File: src/rtl/load_pkg.sv
// Shared types and helpers for the vector-stream loader: FSM state encoding,
// default geometry and the tile-count calculation.
package load_pkg;

    typedef enum logic [1:0] {
        IDLE = 2'd0,
        FILL = 2'd1,
        EMIT = 2'd2,
        DONE = 2'd3
    } load_state_e;

    localparam int TILE_ELEMS_DEF = 32;
    localparam int BUS_ELEMS_DEF  = 4;
    localparam int BEATS_PER_TILE = TILE_ELEMS_DEF / BUS_ELEMS_DEF;

    // Number of tiles needed to hold len elements (ceiling division).
    function automatic logic [31:0] tile_count(input logic [31:0] len,
                                               input int unsigned tile_elems);
        return (len + 32'(tile_elems) - 32'd1) / 32'(tile_elems);
    endfunction

endpackage

File: src/rtl/load_lane_mask.sv
// Marks which lanes of the current memory beat still fall inside the
// requested element range; lanes past the end are zero-filled by the loader.
module load_lane_mask #(
    parameter int BUS_ELEMS = 4,
    parameter int LEN_WIDTH = 16
) (
    input  logic [LEN_WIDTH:0]   elem_idx,
    input  logic [LEN_WIDTH-1:0] len,
    output logic [BUS_ELEMS-1:0] lane_mask
);

    // One extra bit of headroom so elem_idx + lane never wraps.
    for (genvar i = 0; i < BUS_ELEMS; i++) begin : g_lane
        assign lane_mask[i] = ((LEN_WIDTH+2)'(elem_idx) + (LEN_WIDTH+2)'(i))
                              < (LEN_WIDTH+2)'(len);
    end

endmodule

File: src/rtl/load_v_stream.sv
// Vector loader: reads `length` elements from DRAM beat by beat, packs them
// into zero-padded tiles and streams the tiles out under ready/valid.
// Optional performance counters are enabled with LOAD_V_STREAM_PERF_EN.
module load_v_stream
    import load_pkg::*;
#(
    parameter int TILE_ELEMS = TILE_ELEMS_DEF,
    parameter int DATA_WIDTH = 8,
    parameter int ADDR_WIDTH = 24,
    parameter int BUS_ELEMS  = BUS_ELEMS_DEF,
    parameter int LEN_WIDTH  = 16
) (
    input  logic                          clk,
    input  logic                          rst_n,
    input  logic                          valid_in,
    input  logic [ADDR_WIDTH-1:0]         dram_addr,
    input  logic [LEN_WIDTH-1:0]          length,
    output logic                          busy,
    output logic                          mem_req,
    output logic [ADDR_WIDTH-1:0]         mem_addr,
    input  logic [BUS_ELEMS*DATA_WIDTH-1:0] mem_rdata,
    input  logic                          mem_valid,
    output logic [DATA_WIDTH-1:0]         tile_data [TILE_ELEMS],
    output logic                          tile_valid,
    input  logic                          tile_ready,
    output logic                          tile_last,
    output logic [LEN_WIDTH-1:0]          tile_idx,
    output logic                          done
`ifdef LOAD_V_STREAM_PERF_EN
    ,
    output logic [31:0]                   perf_mem_wait,
    output logic [31:0]                   perf_bp_stall
`endif
);

    localparam int BEATS  = TILE_ELEMS / BUS_ELEMS;
    localparam int BEAT_W = (BEATS > 1) ? $clog2(BEATS) : 1;

    if (TILE_ELEMS % BUS_ELEMS != 0) begin : g_bad_geometry
        $error("load_v_stream: TILE_ELEMS must be a multiple of BUS_ELEMS");
    end

    load_state_e             state_q, state_d;
    logic [ADDR_WIDTH-1:0]   mem_addr_q, mem_addr_d;
    logic [LEN_WIDTH-1:0]    len_q, len_d;
    logic [LEN_WIDTH:0]      elem_idx_q, elem_idx_d;
    logic [BEAT_W-1:0]       beat_cnt_q, beat_cnt_d;
    logic [LEN_WIDTH-1:0]    tile_idx_q, tile_idx_d;
    logic [LEN_WIDTH-1:0]    tiles_q, tiles_d;
    logic [DATA_WIDTH-1:0]   tile_buf_q [TILE_ELEMS];
    logic [DATA_WIDTH-1:0]   tile_buf_d [TILE_ELEMS];
    logic [BUS_ELEMS-1:0]    lane_mask;
    logic [LEN_WIDTH:0]      elem_next;
    logic                    is_last_tile;

    load_lane_mask #(
        .BUS_ELEMS (BUS_ELEMS),
        .LEN_WIDTH (LEN_WIDTH)
    ) u_lane_mask (
        .elem_idx  (elem_idx_q),
        .len       (len_q),
        .lane_mask (lane_mask)
    );

    assign elem_next    = elem_idx_q + (LEN_WIDTH+1)'(BUS_ELEMS);
    assign is_last_tile = (tile_idx_q == tiles_q - 1'b1);

    always_comb begin
        state_d    = state_q;
        mem_addr_d = mem_addr_q;
        len_d      = len_q;
        elem_idx_d = elem_idx_q;
        beat_cnt_d = beat_cnt_q;
        tile_idx_d = tile_idx_q;
        tiles_d    = tiles_q;
        tile_buf_d = tile_buf_q;
        busy       = (state_q != IDLE);
        mem_req    = 1'b0;
        tile_valid = 1'b0;
        tile_last  = 1'b0;
        done       = 1'b0;

        unique case (state_q)
            IDLE: begin
                if (valid_in) begin
                    len_d      = length;
                    tiles_d    = LEN_WIDTH'(tile_count(32'(length), TILE_ELEMS));
                    mem_addr_d = dram_addr;
                    elem_idx_d = '0;
                    beat_cnt_d = '0;
                    tile_idx_d = '0;
                    for (int j = 0; j < TILE_ELEMS; j++) tile_buf_d[j] = '0;
                    state_d    = (length == '0) ? DONE : FILL;
                end
            end
            FILL: begin
                mem_req = 1'b1;
                if (mem_valid) begin
                    // Lanes beyond the end of the vector are written as zero.
                    for (int j = 0; j < TILE_ELEMS; j++) begin
                        if (int'(beat_cnt_q) == j / BUS_ELEMS) begin
                            tile_buf_d[j] = lane_mask[j % BUS_ELEMS]
                                ? mem_rdata[(j % BUS_ELEMS)*DATA_WIDTH +: DATA_WIDTH]
                                : '0;
                        end
                    end
                    elem_idx_d = elem_next;
                    mem_addr_d = mem_addr_q + ADDR_WIDTH'(BUS_ELEMS);
                    beat_cnt_d = beat_cnt_q + 1'b1;
                    if (beat_cnt_q == BEAT_W'(BEATS - 1) || elem_next >= {1'b0, len_q}) begin
                        state_d = EMIT;
                    end
                end
            end
            EMIT: begin
                tile_valid = 1'b1;
                tile_last  = is_last_tile;
                if (tile_ready) begin
                    if (is_last_tile) begin
                        state_d = DONE;
                    end else begin
                        beat_cnt_d = '0;
                        tile_idx_d = tile_idx_q + 1'b1;
                        for (int j = 0; j < TILE_ELEMS; j++) tile_buf_d[j] = '0;
                        state_d    = FILL;
                    end
                end
            end
            DONE: begin
                done    = 1'b1;
                state_d = IDLE;
            end
            default: state_d = IDLE;
        endcase
    end

    always_ff @(posedge clk) begin
        if (!rst_n) begin
            state_q    <= IDLE;
            mem_addr_q <= '0;
            len_q      <= '0;
            elem_idx_q <= '0;
            beat_cnt_q <= '0;
            tile_idx_q <= '0;
            tiles_q    <= '0;
            for (int j = 0; j < TILE_ELEMS; j++) tile_buf_q[j] <= '0;
        end else begin
            state_q    <= state_d;
            mem_addr_q <= mem_addr_d;
            len_q      <= len_d;
            elem_idx_q <= elem_idx_d;
            beat_cnt_q <= beat_cnt_d;
            tile_idx_q <= tile_idx_d;
            tiles_q    <= tiles_d;
            tile_buf_q <= tile_buf_d;
        end
    end

    assign mem_addr  = mem_addr_q;
    assign tile_idx  = tile_idx_q;
    assign tile_data = tile_buf_q;

`ifdef LOAD_V_STREAM_PERF_EN
    logic        accept;
    logic [31:0] perf_mem_wait_q;
    logic [31:0] perf_bp_stall_q;

    assign accept = (state_q == IDLE) && valid_in;

    // Saturating stall counters, restarted by every accepted command.
    always_ff @(posedge clk) begin
        if (!rst_n || accept) begin
            perf_mem_wait_q <= '0;
            perf_bp_stall_q <= '0;
        end else begin
            if (state_q == FILL && !mem_valid && perf_mem_wait_q != '1) begin
                perf_mem_wait_q <= perf_mem_wait_q + 32'd1;
            end
            if (state_q == EMIT && !tile_ready && perf_bp_stall_q != '1) begin
                perf_bp_stall_q <= perf_bp_stall_q + 32'd1;
            end
        end
    end

    assign perf_mem_wait = perf_mem_wait_q;
    assign perf_bp_stall = perf_bp_stall_q;
`endif

endmodule

File: config.mk
export PLATFORM = sky130hd
export DESIGN_NAME = load_v_stream
export DESIGN_NICKNAME = d
export VERILOG_FILES = /design/src/rtl/load_pkg.sv /design/src/rtl/load_lane_mask.sv /design/src/rtl/load_v_stream.sv
export SDC_FILE = /design/constraint.sdc
export NUM_CORES = 1
export LEC_CHECK = 0
export ABC_AREA = 1
export CORE_MARGIN = 4
export CORE_UTILIZATION = 45
export CTS_CLUSTER_SIZE = 20
export DETAILED_ROUTE_END_ITERATION = 7
export GPL_TIMING_DRIVEN = 0
export PLACE_DENSITY = 0.73
export SYNTH_ARGS = -nofsm -noshare
export SYNTH_HDL_FRONTEND = slang
export SYNTH_SLANG_ARGS = --single-unit
File: constraint.sdc
create_clock -name clk -period 4.7 [get_ports clk]
set_input_delay 0.705 -clock clk [delete_from_list [all_inputs] [get_ports clk]]
set_output_delay 0.705 -clock clk [all_outputs]
set_load 0.01 [all_outputs]
=== After elaboration in Yosys (flattened, before gate mapping) ===
Cells that the tools add are included.

* Input port bits: 77
* Logic and storage cells: 167
* Flip-flop bits (word level): 350

* Multiplexer cells: 67
* Magnitude comparators: 5
* Reductions and logical operators: 21
* Add/subtract/negate cells: 10
* Equal/unequal tests: 25

{| class="wikitable"
|+ Operators with widths
! operator !! number
|-
| 256-bit 2-to-1 mux || 4
|-
| 256-bit one-hot mux with 3 select lines || 1
|-
| 8-bit 2-to-1 mux || 36
|-
| 18-bit by 16-bit < comparator with 1-bit output || 3
|-
| 16-bit 2-to-1 mux || 3
|-
| 24-bit 2-to-1 mux || 2
|-
| 24-bit one-hot mux with 2 select lines || 1
|-
| 6-bit AND reduction || 8
|-
| 17-bit by 2-bit adder with 18-bit output, second input constant || 2
|-
| 17-bit 2-to-1 mux || 2
|-
| 17-bit one-hot mux with 2 select lines || 1
|-
| 16-bit one-hot mux with 2 select lines || 1
|-
| 2-bit inequality test, second input constant || 13
|-
| 24-bit by 3-bit adder with 24-bit output, second input constant || 1
|-
| 17-bit by 1-bit adder with 18-bit output, second input constant || 1
|-
| 17-bit by 1-bit subtractor with 18-bit output, second input constant || 1
|-
| 16-bit by 6-bit adder with 17-bit output, second input constant || 1
|-
| 17-bit by 3-bit adder with 17-bit output, second input constant || 1
|-
| 17-bit by 16-bit >= comparator with 1-bit output || 1
|-
| 17-bit by 16-bit < comparator with 1-bit output || 1
|-
| 16-bit by 1-bit adder with 16-bit output, second input constant || 1
|-
| 16-bit equality test || 1
|-
| 16-bit zero test || 1
|-
| 16-bit by 1-bit subtractor with 16-bit output, second input constant || 1
|-
| 20 further kinds || 40
|}

=== Depth between registers and ports, before layout ===
Gate-level depths: netlist (run 1).

* Word-level depth: 6
* Depth in mapped cells: 24

=== Cells and area by module ===
A second synthesis (run 1) with hierarchy kept.

* Cell total of the unflattened synthesis: 2778
* Area total of the unflattened synthesis: 18368.9 um^2

{| class="wikitable"
|+ Modules (own cells, without submodules)
! module !! instances !! sequential area each (um^2) !! cells each !! area an instance (um^2)
|-
| load_v_stream || 1 || 6886.6 || 2413 || 15975.3
|-
| load_lane_mask || 1 || 0.0 || 365 || 2393.5
|}

=== Least setup slack after synthesis (run 1) ===
No wires, ideal clock.

* Path type: register -> register
* From: register elem_idx_q[2]
* To: register state_q[1]
* Setup slack: 2039 ps
* Buffers on the path: 0
* Arrival time: 2548 ps
* Cell stages (with the launch flop): 23
* Cell sequence: dfxtp_1 -> ha_1 -> nand2_1 -> nor2_1 -> nand3_1 -> nor2_1 -> inv_1 -> nor3_1 -> xor2_1 -> inv_1 -> ha_1 -> nand2_1 -> nor2_1 -> a211oi_1 -> nand2_1 -> nand2_1 -> nand2_1 -> nand2_1 -> nand2_1 -> nand2_1 -> nand2_1 -> nand2_1 -> nor2_1

* Cells in the longest elaborated chain, start to end: 5

{| class="wikitable"
|+ RTL lines
! item !! line !! text
|-
| start: declaration || load_v_stream.sv:46 || <nowiki>logic [LEN_WIDTH:0] elem_idx_q, elem_idx_d;</nowiki>
|-
| start signal: assignment || load_v_stream.sv:151 || <nowiki>elem_idx_q <= elem_idx_d;</nowiki>
|-
| 17-bit by 3-bit adder with 17-bit output || load_v_stream.sv:65 || <nowiki>assign elem_next = elem_idx_q + (LEN_WIDTH+1)'(BUS_ELEMS);</nowiki>
|-
| 17-bit by 16-bit >= comparator with 1-bit output || load_v_stream.sv:110 || <nowiki>if (beat_cnt_q == BEAT_W'(BEATS - 1) || elem_next >= {1'b0, len_q}) begin</nowiki>
|-
| 1-bit logical OR || load_v_stream.sv:110 ||
|-
| 2-bit inequality test (no line) || -- ||
|-
| 4-bit AND reduction (no line) || -- ||
|-
| end signal: assignment || load_v_stream.sv:148 || <nowiki>state_q <= state_d;</nowiki>
|-
| end: declaration || load_v_stream.sv:43 || <nowiki>load_state_e state_q, state_d;</nowiki>
|}

No other way between the ends.
A chain may end at the register's enable or synchronous reset.

=== Worst setup path in the final report (run 1) ===
* From: register tiles_q[0]
* To: output tile_last

* Cells in the longest elaborated chain, start to end: 3

{| class="wikitable"
|+ RTL lines
! item !! line !! text
|-
| start: declaration || load_v_stream.sv:49 || <nowiki>logic [LEN_WIDTH-1:0] tiles_q, tiles_d;</nowiki>
|-
| start signal: assignment || load_v_stream.sv:154 || <nowiki>tiles_q <= tiles_d;</nowiki>
|-
| 16-bit by 1-bit subtractor with 16-bit output || load_v_stream.sv:66 || <nowiki>assign is_last_tile = (tile_idx_q == tiles_q - 1'b1);</nowiki>
|-
| 16-bit equality test || load_v_stream.sv:66 ||
|-
| 1-bit 2-to-1 mux || load_v_stream.sv:83 || <nowiki>unique case (state_q)</nowiki>
|-
| end: declaration || load_v_stream.sv:26 || <nowiki>output logic tile_last,</nowiki>
|}

No other way between the ends.

==> impl_metrics.json, run 1 <==
{
  "cts-resized-gates": 0,
  "yosysTopAreaCellShare_pct": 41.4,
  "syn2layout_area_growth_pct": 34.3,
  "io_pins": 378,
  "clk_latency_ns": 0.55,
  "synth_cell_types": 44,
  "path_clk_slew_ns": 0.06,
  "finalPower_w": 0.0149,
  "grt_pass1_vias": 17100,
  "htreeDepth": 2,
  "die-area_mm2": 0.0401,
  "ys_async_sr_fraction_pct": 0,
  "synth_area_leaders": "dfxtp_1 (41%), nor2_1 (11%), nand2_1 (10%), o21ai_0 (6.3%), inv_1 (6.0%)",
  "critical_path_arrival_ns": 2.87,
  "place_ws_ns": 1.56,
  "dr.pass1.iters": 5,
  "skew_ns": 0.0195,
  "globalRouteOverflowTotal": 0,
  "tightest_slew_ns": 0.826,
  "finalWeightedCongestion": 0.945,
  "drtIter0Drc": 1420,
  "vias": 18100,
  "ant_nets": 0,
  "final-hold-violation-count": 0,
  "p_per_area_mw_per_mm2": 666,
  "fp.dieW_um": 200,
  "ys.flop_type": "dfxtp_1",
  "antenna_found_initial": 0,
  "final_net_count": 2982,
  "netlist_area_mm2": 0.0166,
  "synth.top_cells.by_count": "nor2_1 (467), nand2_1 (454), dfxtp_1 (344), inv_1 (266), o21ai_0 (210)",
  "max_freq_mhz": 279,
  "path_class": "reg2out",
  "syn_nets": 2566,
  "yosysWarnings": 0,
  "routed_wl_um": 64300,
  "intPower_w": 0.00876,
  "grtUsageTotal_pct": 30.3,
  "slew_headroom_pct": 44.7,
  "dp_hpwl_um": 49400,
  "initial_utilization_pct": 45.6,
  "vias_per_cell": 5.43,
  "synth_edf_count": 0,
  "post-route-period-util_pct": 76.2,
  "cts_hold_buf": 0,
  "cts_tree": "built",
  "ir_worst_vdd_v": 0.000270,
  "rsz0062_at_grt": "false",
  "maxCapViolCount": 0,
  "slew_viol_final": 0,
  "synth_seq_area_share_pct": 41.4,
  "start_kind": "flop",
  "worst-path-max-fanout": 8,
  "synthCells": 2431,
  "port_buffers": 376,
  "pwr-share-clk_pct": 21.9,
  "fp.coreArea_mm2": 0.0365,
  "netSwitchingPower_w": 0.00612,
  "timing.final.ws_setup_ns": 1.12,
  "cts_sinks": 344,
  "insertedDiodeCount": 0,
  "ys_seq_elements": 344,
  "yosys.area.top_type": "dfxtp_1",
  "route.detailed.drc": 0,
  "fin_tns_setup_ns": 0,
  "p_sw_share_pct": 41.1,
  "power_frac_seq_pct": 31.3,
  "routedWlPerCell_um": 19.2,
  "cts_max_path_buffers": 3,
  "crit_path_end_kind": "primary output",
  "required_ns": 3.99,
  "yosysMostFrequentCell": "nor2_1",
  "drive_gt1_share_pct": 5.25,
  "synth_area_per_cell_um2": 6.85,
  "grt_max_degree": 15,
  "outcome": "completed",
  "clock-root-buffer": "clkbuf_16",
  "cts_setup_buffers": 0,
  "cts_buffers": 38,
  "total_leakage_power_nw": 9.69,
  "die_h_um": 200,
  "num_rows": 70,
  "hold_path_class": "reg2reg",
  "grt_pass1_wl_um": 97000,
  "finalSetupViolations": 0,
  "comb_power_share_pct": 46.8,
  "min_period_ns": 3.58
}
[metal layers]
metal	vias to the layer above	track usage (%)	wire length, µm
met2	893	50.4	29500
met1	8409	37.5	25700
met4	0	15.2	3580
li1	8650	-	-
met5	-	0	0
met3	196	6.10	5520
[placed cells by master (no fill, tap or decap), drive strengths merged, types with 3 or more instances in the layout]
cell type,count
a211oi,8
a21oi,192
a311oi,5
a31oi,3
buf,60
bufinv,8
clkbuf,126
clkdlybuf4s50,376
clkinv,10
dfxtp,344
ha,58
inv,278
nand2,458
nand3,63
nand4,94
nor2,472
nor2b,8
nor3,23
nor4,6
o211ai,7
o21ai,219
o21bai,5
or2,4
xnor2,10
xor2,25
[path summary, 6_finish.rpt]
path | startpoint | to | slack [ns] | cells after the start
worst max-delay path | tiles_q[0]$_SDFFE_PN0P_ | tile_last | 1.12 | 13
worst max register to register | elem_idx_q[2]$_SDFFE_PN0P_ | state_q[1]$_SDFFE_PN0P_ | 1.44 | 22
worst min register to register | tile_data[5]$_SDFFE_PN0P_ | tile_data[5]$_SDFFE_PN0P_ | 0.46 | 2
worst min-delay path | tile_data[5]$_SDFFE_PN0P_ | tile_data[5]$_SDFFE_PN0P_ | 0.46 | 2
[sequential cells by signal (all words and copies together), names as in the netlist]
signal	flops
state_q	2
tiles_q	12
tile_data	256
elem_idx_q	15
len_q	16
mem_addr	24
tile_idx	16
beat_cnt_q	3
[worst max-delay path, stage by stage, from the launching register on]
cell	delay, ns
dfxtp_1	0.33
inv_2	0.14
ha_1	0.25
nand2_1	0.07
nor2_1	0.18
nand2_1	0.10
nand3_1	0.10
nand2_1	0.06
inv_1	0.05
o2111ai_1	0.09
nor2_1	0.12
nand4_1	0.09
nor3_1	0.18
clkdlybuf4s50_1	0.58
[metrics by stage]
step | utilization, % | hold WS, ns | area, µm² | instances
final | 61.2 | 0.464 | 22300 | 3342
after global routing | 61.2 | 0.477 | 22300 | 3342
after CTS | 61.2 | 0.468 | 22300 | 3342
after detailed placement | 57.5 | 0.457 | 21000 | 3275
after global placement | 57.5 | 0.448 | 21000 | 3275
after floorplan | - | 0.459 | 16600 | 2431
[power groups by stage]
stage	clock (W)	combinational [W]	sequential, W
6_report	0.00326	0.00696	0.00465
3_5_place_dp	0	0.00688	0.00469
5_1_grt	0.00339	0.00761	0.00473
2_1_floorplan	0	0.00329	0.00488
3_3_place_gp	0	0.00673	0.00467
4_1_cts	0.00327	0.00692	0.00463
[area by class of cell]
cell class	count	area (µm²)
plain buffers	139	618
clock buffers	47	1040
clock inverters	20	319
fillers	3347	14200
inverters	276	1040
multi-input cells	1672	8100
flip-flops and latches	344	6890
well taps	468	586
repair buffers	376	3760
[cells by family (layout without fill, tap and decap cells)]
| group | Yosys count | in the layout | synth area share [%] |
|---|---|---|---|
| compound gates | 447 | 447 | 14.1 |
| xor+xnor | 35 | 35 | 1.84 |
| fa+ha+maj | 58 | 58 | 4.36 |
| buf+inv | 415 | 858 | 9.94 |
| flops | 344 | 344 | 41.4 |
| simple gates | 1132 | 1132 | 28.3 |
Power figures use the tool's default switching activity.
==> inputs of run 2 (changes only) <==
--- a/config.mk
+++ b/config.mk
@@ -11,7 +11,7 @@
 export CTS_CLUSTER_SIZE = 20
 export DETAILED_ROUTE_END_ITERATION = 7
 export GPL_TIMING_DRIVEN = 0
-export PLACE_DENSITY = 0.73
+export PLACE_DENSITY = 0.76
 export SYNTH_ARGS = -nofsm -noshare
 export SYNTH_HDL_FRONTEND = slang
 export SYNTH_SLANG_ARGS = --single-unit
==> constraint.sdc (replaced) <==
create_clock -name clk -period 3 [get_ports clk]
set_input_delay 0.45 -clock clk [delete_from_list [all_inputs] [get_ports clk]]
set_output_delay 0.45 -clock clk [all_outputs]
set_load 0.01 [all_outputs]
==> impl_metrics.json, run 2 (synthesis gave the netlist of run 1 again) <==
{
  "fp.dieW_um": 200,
  "tightest_slew_ns": 0.874,
  "grtUsageTotal_pct": 30.5,
  "vias_per_cell": 5.43,
  "maxCapViolCount": 0,
  "dp.cells": 3275,
  "cts_hold_buf": 0,
  "max_freq_mhz": 346,
  "rsz0062_at_grt": "true",
  "holdPathEnd": "tile_data[24]$_SDFFE_PN0P_",
  "worst-path-stages": 20,
  "critPathMaxStageDelay_ns": 0.38,
  "fp.coreArea_mm2": 0.0365,
  "grt_max_degree": 14,
  "cts_buffers": 38,
  "cpMaxStageDelayCell": "dfxtp_4",
  "clock-root-buffer": "clkbuf_16",
  "final-hold-violation-count": 0,
  "path_cells": "ha_4, nand2_1, nor2_2, nand3_2, nor2_4, inv_1, nor3_4, xor2_1, inv_1, ha_4, nand2_1, nor2_2, nand4_1, o21ai_1, nor2_1, nand2_1, nand2_1, nand2_1, nand2_1, nor2_1",
  "hold_depth": 2,
  "io_pins": 378,
  "cts_tree": "built",
  "worst-path-max-fanout": 6,
  "dpl_cell_area_mm2": 0.0210,
  "cts_max_path_buffers": 3,
  "path_class": "reg2reg",
  "required_ns": 3.47,
  "drtIter0Drc": 1333,
  "rr_endpoint": "state_q[1]$_SDFFE_PN0P_",
  "critPathBufInv": 2,
  "ir_worst_vdd_v": 0.000423,
  "fillers": 3279,
  "syn2layout_area_growth_pct": 35.0,
  "port_buffers": 376,
  "largest_reg_flops": 256,
  "die-area_mm2": 0.0401,
  "design_area_mm2": 0.0225,
  "ant_nets": 0,
  "grt_pass1_vias": 17200,
  "crit_path_end_kind": "flop",
  "critical_path.top_delay_family": "simple AND/OR/NAND/NOR gates",
  "routed_wl_um": 65200,
  "r2r_setup_slack_ns": 0.11,
  "final_net_count": 2988,
  "dr.pass1.iters": 7,
  "critPathMostFrequentCell": "nand2_1",
  "antenna_found_initial": 0,
  "seq_area_mm2": 0.00690,
  "finalSetupViolations": 0,
  "r2r-start": "elem_idx_q[2]$_SDFFE_PN0P_",
  "start_kind": "flop",
  "route.detailed.drc": 0,
  "cts_sinks": 344,
  "r2r_cells": 20,
  "insertedDiodeCount": 0,
  "final_cell_mix": "nor2_1 (461), nand2_1 (453), clkdlybuf4s50_1 (375), dfxtp_1 (338), inv_1 (266)",
  "slew_headroom_pct": 41.5,
  "initial_utilization_pct": 45.6,
  "fin_cells": 3348,
  "slew_viol_final": 0,
  "dp_hpwl_um": 49900,
  "drive_gt1_share_pct": 6.28,
  "fin_util_pct": 61.5,
  "finalWeightedCongestion": 0.919,
  "mostFrequentLayoutCell": "nor2_1",
  "routedWlPerCell_um": 19.5,
  "hold_path_startpoint": "tile_data[24]$_SDFFE_PN0P_",
  "grt_pass1_wl_um": 98100,
  "multiInputGateArea_mm2": 0.00819,
  "hold_path_class": "reg2reg",
  "skew_ns": 0.0165,
  "outcome": "completed",
  "num_rows": 70,
  "clk_latency_ns": 0.54,
  "die_h_um": 200,
  "min_period_ns": 2.89,
  "total_leakage_power_nw": 9.73,
  "path_clk_slew_ns": 0.06,
  "vias": 18200,
  "htreeDepth": 2,
  "critical_path_arrival_ns": 3.35,
  "globalRouteOverflowTotal": 0,
  "post-route-period-util_pct": 96.3,
  "p_per_area_mw_per_mm2": 1040
}
==> run 2: routing by layer <==
metal | wire [µm] | up-vias | share of wire, % | GRT usage [%]
met5 | 0 | - | 0 | 0
met3 | 5620 | 149 | 8.6 | 5.84
li1 | - | 8657 | - | -
met4 | 2850 | 0 | 4.4 | 12.6
met1 | 25900 | 8483 | 40 | 37.6
met2 | 30800 | 891 | 47 | 52.7
==> run 2: final cells by class <==
class	instances	share of cell area, %
multi-input cells	1672	36.5
flip-flops and latches	344	30.7
clock inverters	12	0.830
well taps	468	2.61
inverters	276	4.62
clock buffers	55	5.10
plain buffers	139	2.76
repair buffers	382	16.9
==> run 2: per-stage QoR <==
stage / setup WS, ns / hold WS [ns] / TNS [ns] / total power (W)
6_report: 0.111 / 0.465 / 0 / 0.0233
3_5_place_dp: -0.222 / 0.453 / -0.377 / 0.0181
4_1_cts: 0.0387 / 0.462 / 0 / 0.0231
5_1_grt: -0.0927 / 0.481 / -0.0974 / 0.0246
3_3_place_gp: -0.115 / 0.451 / -0.177 / 0.0179
2_1_floorplan: 0.339 / 0.459 / 0 / 0.0128
==> run 2: how the worst max path moves through the flow <==
stage,from,to,slack [ns]
6_report,elem_idx_q[2]$_SDFFE_PN0P_,state_q[1]$_SDFFE_PN0P_,0.11
5_1_grt,elem_idx_q[2]$_SDFFE_PN0P_,state_q[1]$_SDFFE_PN0P_,-0.09
4_1_cts,tiles_q[0]$_SDFFE_PN0P_,tile_last,0.04
3_5_place_dp,elem_idx_q[2]$_SDFFE_PN0P_,state_q[1]$_SDFFE_PN0P_,-0.22
3_3_place_gp,elem_idx_q[2]$_SDFFE_PN0P_,state_q[1]$_SDFFE_PN0P_,-0.11
2_1_floorplan,elem_idx_q[2]$_SDFFE_PN0P_,state_q[1]$_SDFFE_PN0P_,0.34
==> run 2: worst reg2reg max path: stages (launching register included) <==
cell,delay (ns)
dfxtp_4,0.38
ha_4,0.14
nand2_1,0.06
nor2_2,0.15
nand3_2,0.12
nor2_4,0.13
inv_1,0.08
nor3_4,0.24
xor2_1,0.20
inv_1,0.11
ha_4,0.28
nand2_1,0.07
nor2_2,0.11
nand4_1,0.12
o21ai_1,0.18
nor2_1,0.07
nand2_1,0.09
nand2_1,0.07
nand2_1,0.07
nand2_1,0.05
nor2_1,0.10
==> run 2: where the power goes <==
part / switching, W / leakage, nW / total, W / internal (W)
Sequential: 0.00121 / 2.83 / 0.00732 / 0.00611
Combinational: 0.00648 / 6.24 / 0.0110 / 0.00450
Clock: 0.00197 / 0.660 / 0.00497 / 0.00300
==> run 2: what timing repair did <==
action,in CTS,in global routing
resized for setup,10,25
endpoints found under the hold margin,0,0
setup buffers,0,6
setup endpoints to repair,4,92
pin swaps,0,11
==> variant (settings of run 2) <==
The option `LOAD_V_STREAM_PERF_EN` is turned on by a define.
--- a/src/rtl/load_v_stream.sv
+++ b/src/rtl/load_v_stream.sv
@@ -2,4 +2,6 @@
 // into zero-padded tiles and streams the tiles out under ready/valid.
 // Optional performance counters are enabled with LOAD_V_STREAM_PERF_EN.
+`define LOAD_V_STREAM_PERF_EN
+
 module load_v_stream
     import load_pkg::*;
Formal check against the unedited RTL (old outputs only; new: perf_bp_stall and perf_mem_wait): equivalent (equiv_simple and equiv_induct, registers matched by name and starting in step).
==> variant against run 2 <==
- sequential power grew 16%
- sequential cell count increased by 64
- routed wire length grew 28%
- worst setup slack worse by 0.10 ns
- total power increased by 25%
- area after synthesis is 31% higher
- final area rose by 30%
==> variant: results <==
global_routing:
  grt_max_degree: 13
  grt_pass1_vias: 21800
  overflow: 0
  gr-usage-met2: 0.495
  gr-usage-all-layers: 0.302
  grt_pass1_wl_um: 126000
  use_met1: 0.391
  met3_usage: 0.0627
  antenna_found_initial: 4
status:
  outcome: "complete, no violations"
synthesis:
  synth_cell_types: 45
  yosysWarnings: 0
  seq_area_frac_synth: 0.375
  synth_common_cells: "nand2_1 (888), nor2_1 (505), inv_1 (487)"
  synth_area_leaders: "dfxtp_1 (38%), nand2_1 (15%), nor2_1 (8.7%)"
  async_flop_share: 0
  synth_nets: 3514
clocking:
  cts.clk_slew.worst_paths_ns: 0.06
  clk_latency_ns: 0.60
  htree_levels: 2
  clockBufferDepth: 3
  cts-root-buf: "clkbuf_16"
  cts_buffers: 46
cells_and_area:
  final_net_count: 4049
  layout-drive-gt1-share: 0.0710
  largest_reg_flops: 256
detailed_routing:
  drt_iter0_drc: 2314
  drt_pass1_iterations: 6
  vias: 24000
  wl_per_cell_um: 18.3
placement:
  io_buffers: 441
  place_congestion: 0.947
  placed_area_sq_mm: 0.0269
  post-dp-hpwl_um: 62900
hold_path:
  hold_class: "in -> reg"
worst_setup_path:
  worstPathMaxFanout: 8
  cp.arrival_ns: 3.50
pwr:
  peakVddDrop_v: 0.000484
  p_leak_uw: 0.0131
sta:
  fin_skew_ns: 0.0237
  worst_pin_slew_ns: 0.934
[variant: cell count changes in the layout (fill, tap and decap cells not counted), sizes merged, moves of 12 or more]
cell,before,now
nor2,472,514
nor3,23,54
clkdlybuf4s50,375,440
nand2,458,891
dfxtp,344,408
inv,276,494
nand3,63,157
buf,66,125
clkbuf,135,177
o21ai,219,64
nand4,94,172
xor2,25,58
o22ai,1,13
[variant: per-stage QoR]
step | utilization | cells | power, uW | setup WS, ns
after CTS | 0.601 | 4538 | 28600 | -0.0987
after global routing | 0.610 | 4561 | 31000 | -0.237
after detailed placement | 0.564 | 4433 | 22700 | -0.513
after floorplan | - | 3377 | 16400 | 0.490
after global placement | 0.564 | 4433 | 22500 | -0.491
final | 0.610 | 4561 | 29100 | 0.0117
[variant: worst max-delay path, stage by stage, from the launching register on]
cell      delay [ns]
dfxtp_1         0.44
clkbuf_1        0.12
ha_1            0.23
a21oi_1         0.15
o21bai_1        0.12
a21o_1          0.18
a21oi_1         0.14
nand3_1         0.46
nor2_1          0.82
nor2_1          0.11
nor2_1          0.13
[variant: area by class of cell]
class | count | area, sq um
Sequential cell | 408 | 8190
Clock inverter | 12 | 156
Tap cell | 615 | 769
Clock buffer | 69 | 1330
Multi-Input combinational cell | 2288 | 11100
Antenna cell | 1 | 2.50
Inverter | 495 | 1870
Timing Repair Buffer | 489 | 4780
Buffer | 184 | 877
Fill cell | 4456 | 18600
[variant: kinds of logic after synthesis]
family,synth area share
compound gates,0.0777
xor+xnor,0.0318
simple gates,0.357
fa+ha+maj,0.0345
flops,0.375
buf+inv,0.124
[variant: path summary, 6_finish.rpt]
check	end	depth (start not counted)	slack (ns)	startpoint
max	tile_data[2]	10	0.01	elem_idx_q[11]
min	mem_addr[20]	3	0.45	dram_addr[20]
max reg2reg	tile_data[2]	10	0.01	elem_idx_q[11]
min reg2reg	tile_data[210]	2	0.48	tile_data[210]
[variant: where the power goes]
group,switching (uW),internal [uW]
combinational,8760,6190
sequential,1340,7130
clock,2360,3310
total,12500,16600
[variant: per-layer routing]
layer  wire length, um  up-vias
met5                39        -
met4              3390        6
met3              8270      194
met2             37600     1204
met1             33900    10900
li1                  -    11700
[variant: what timing repair did]
item,CTS,global route
hold endpoints to repair,0,0
gates resized for setup,32,97
setup buffers,25,23
endpoints found under the setup margin,108,256
pin swaps,19,34
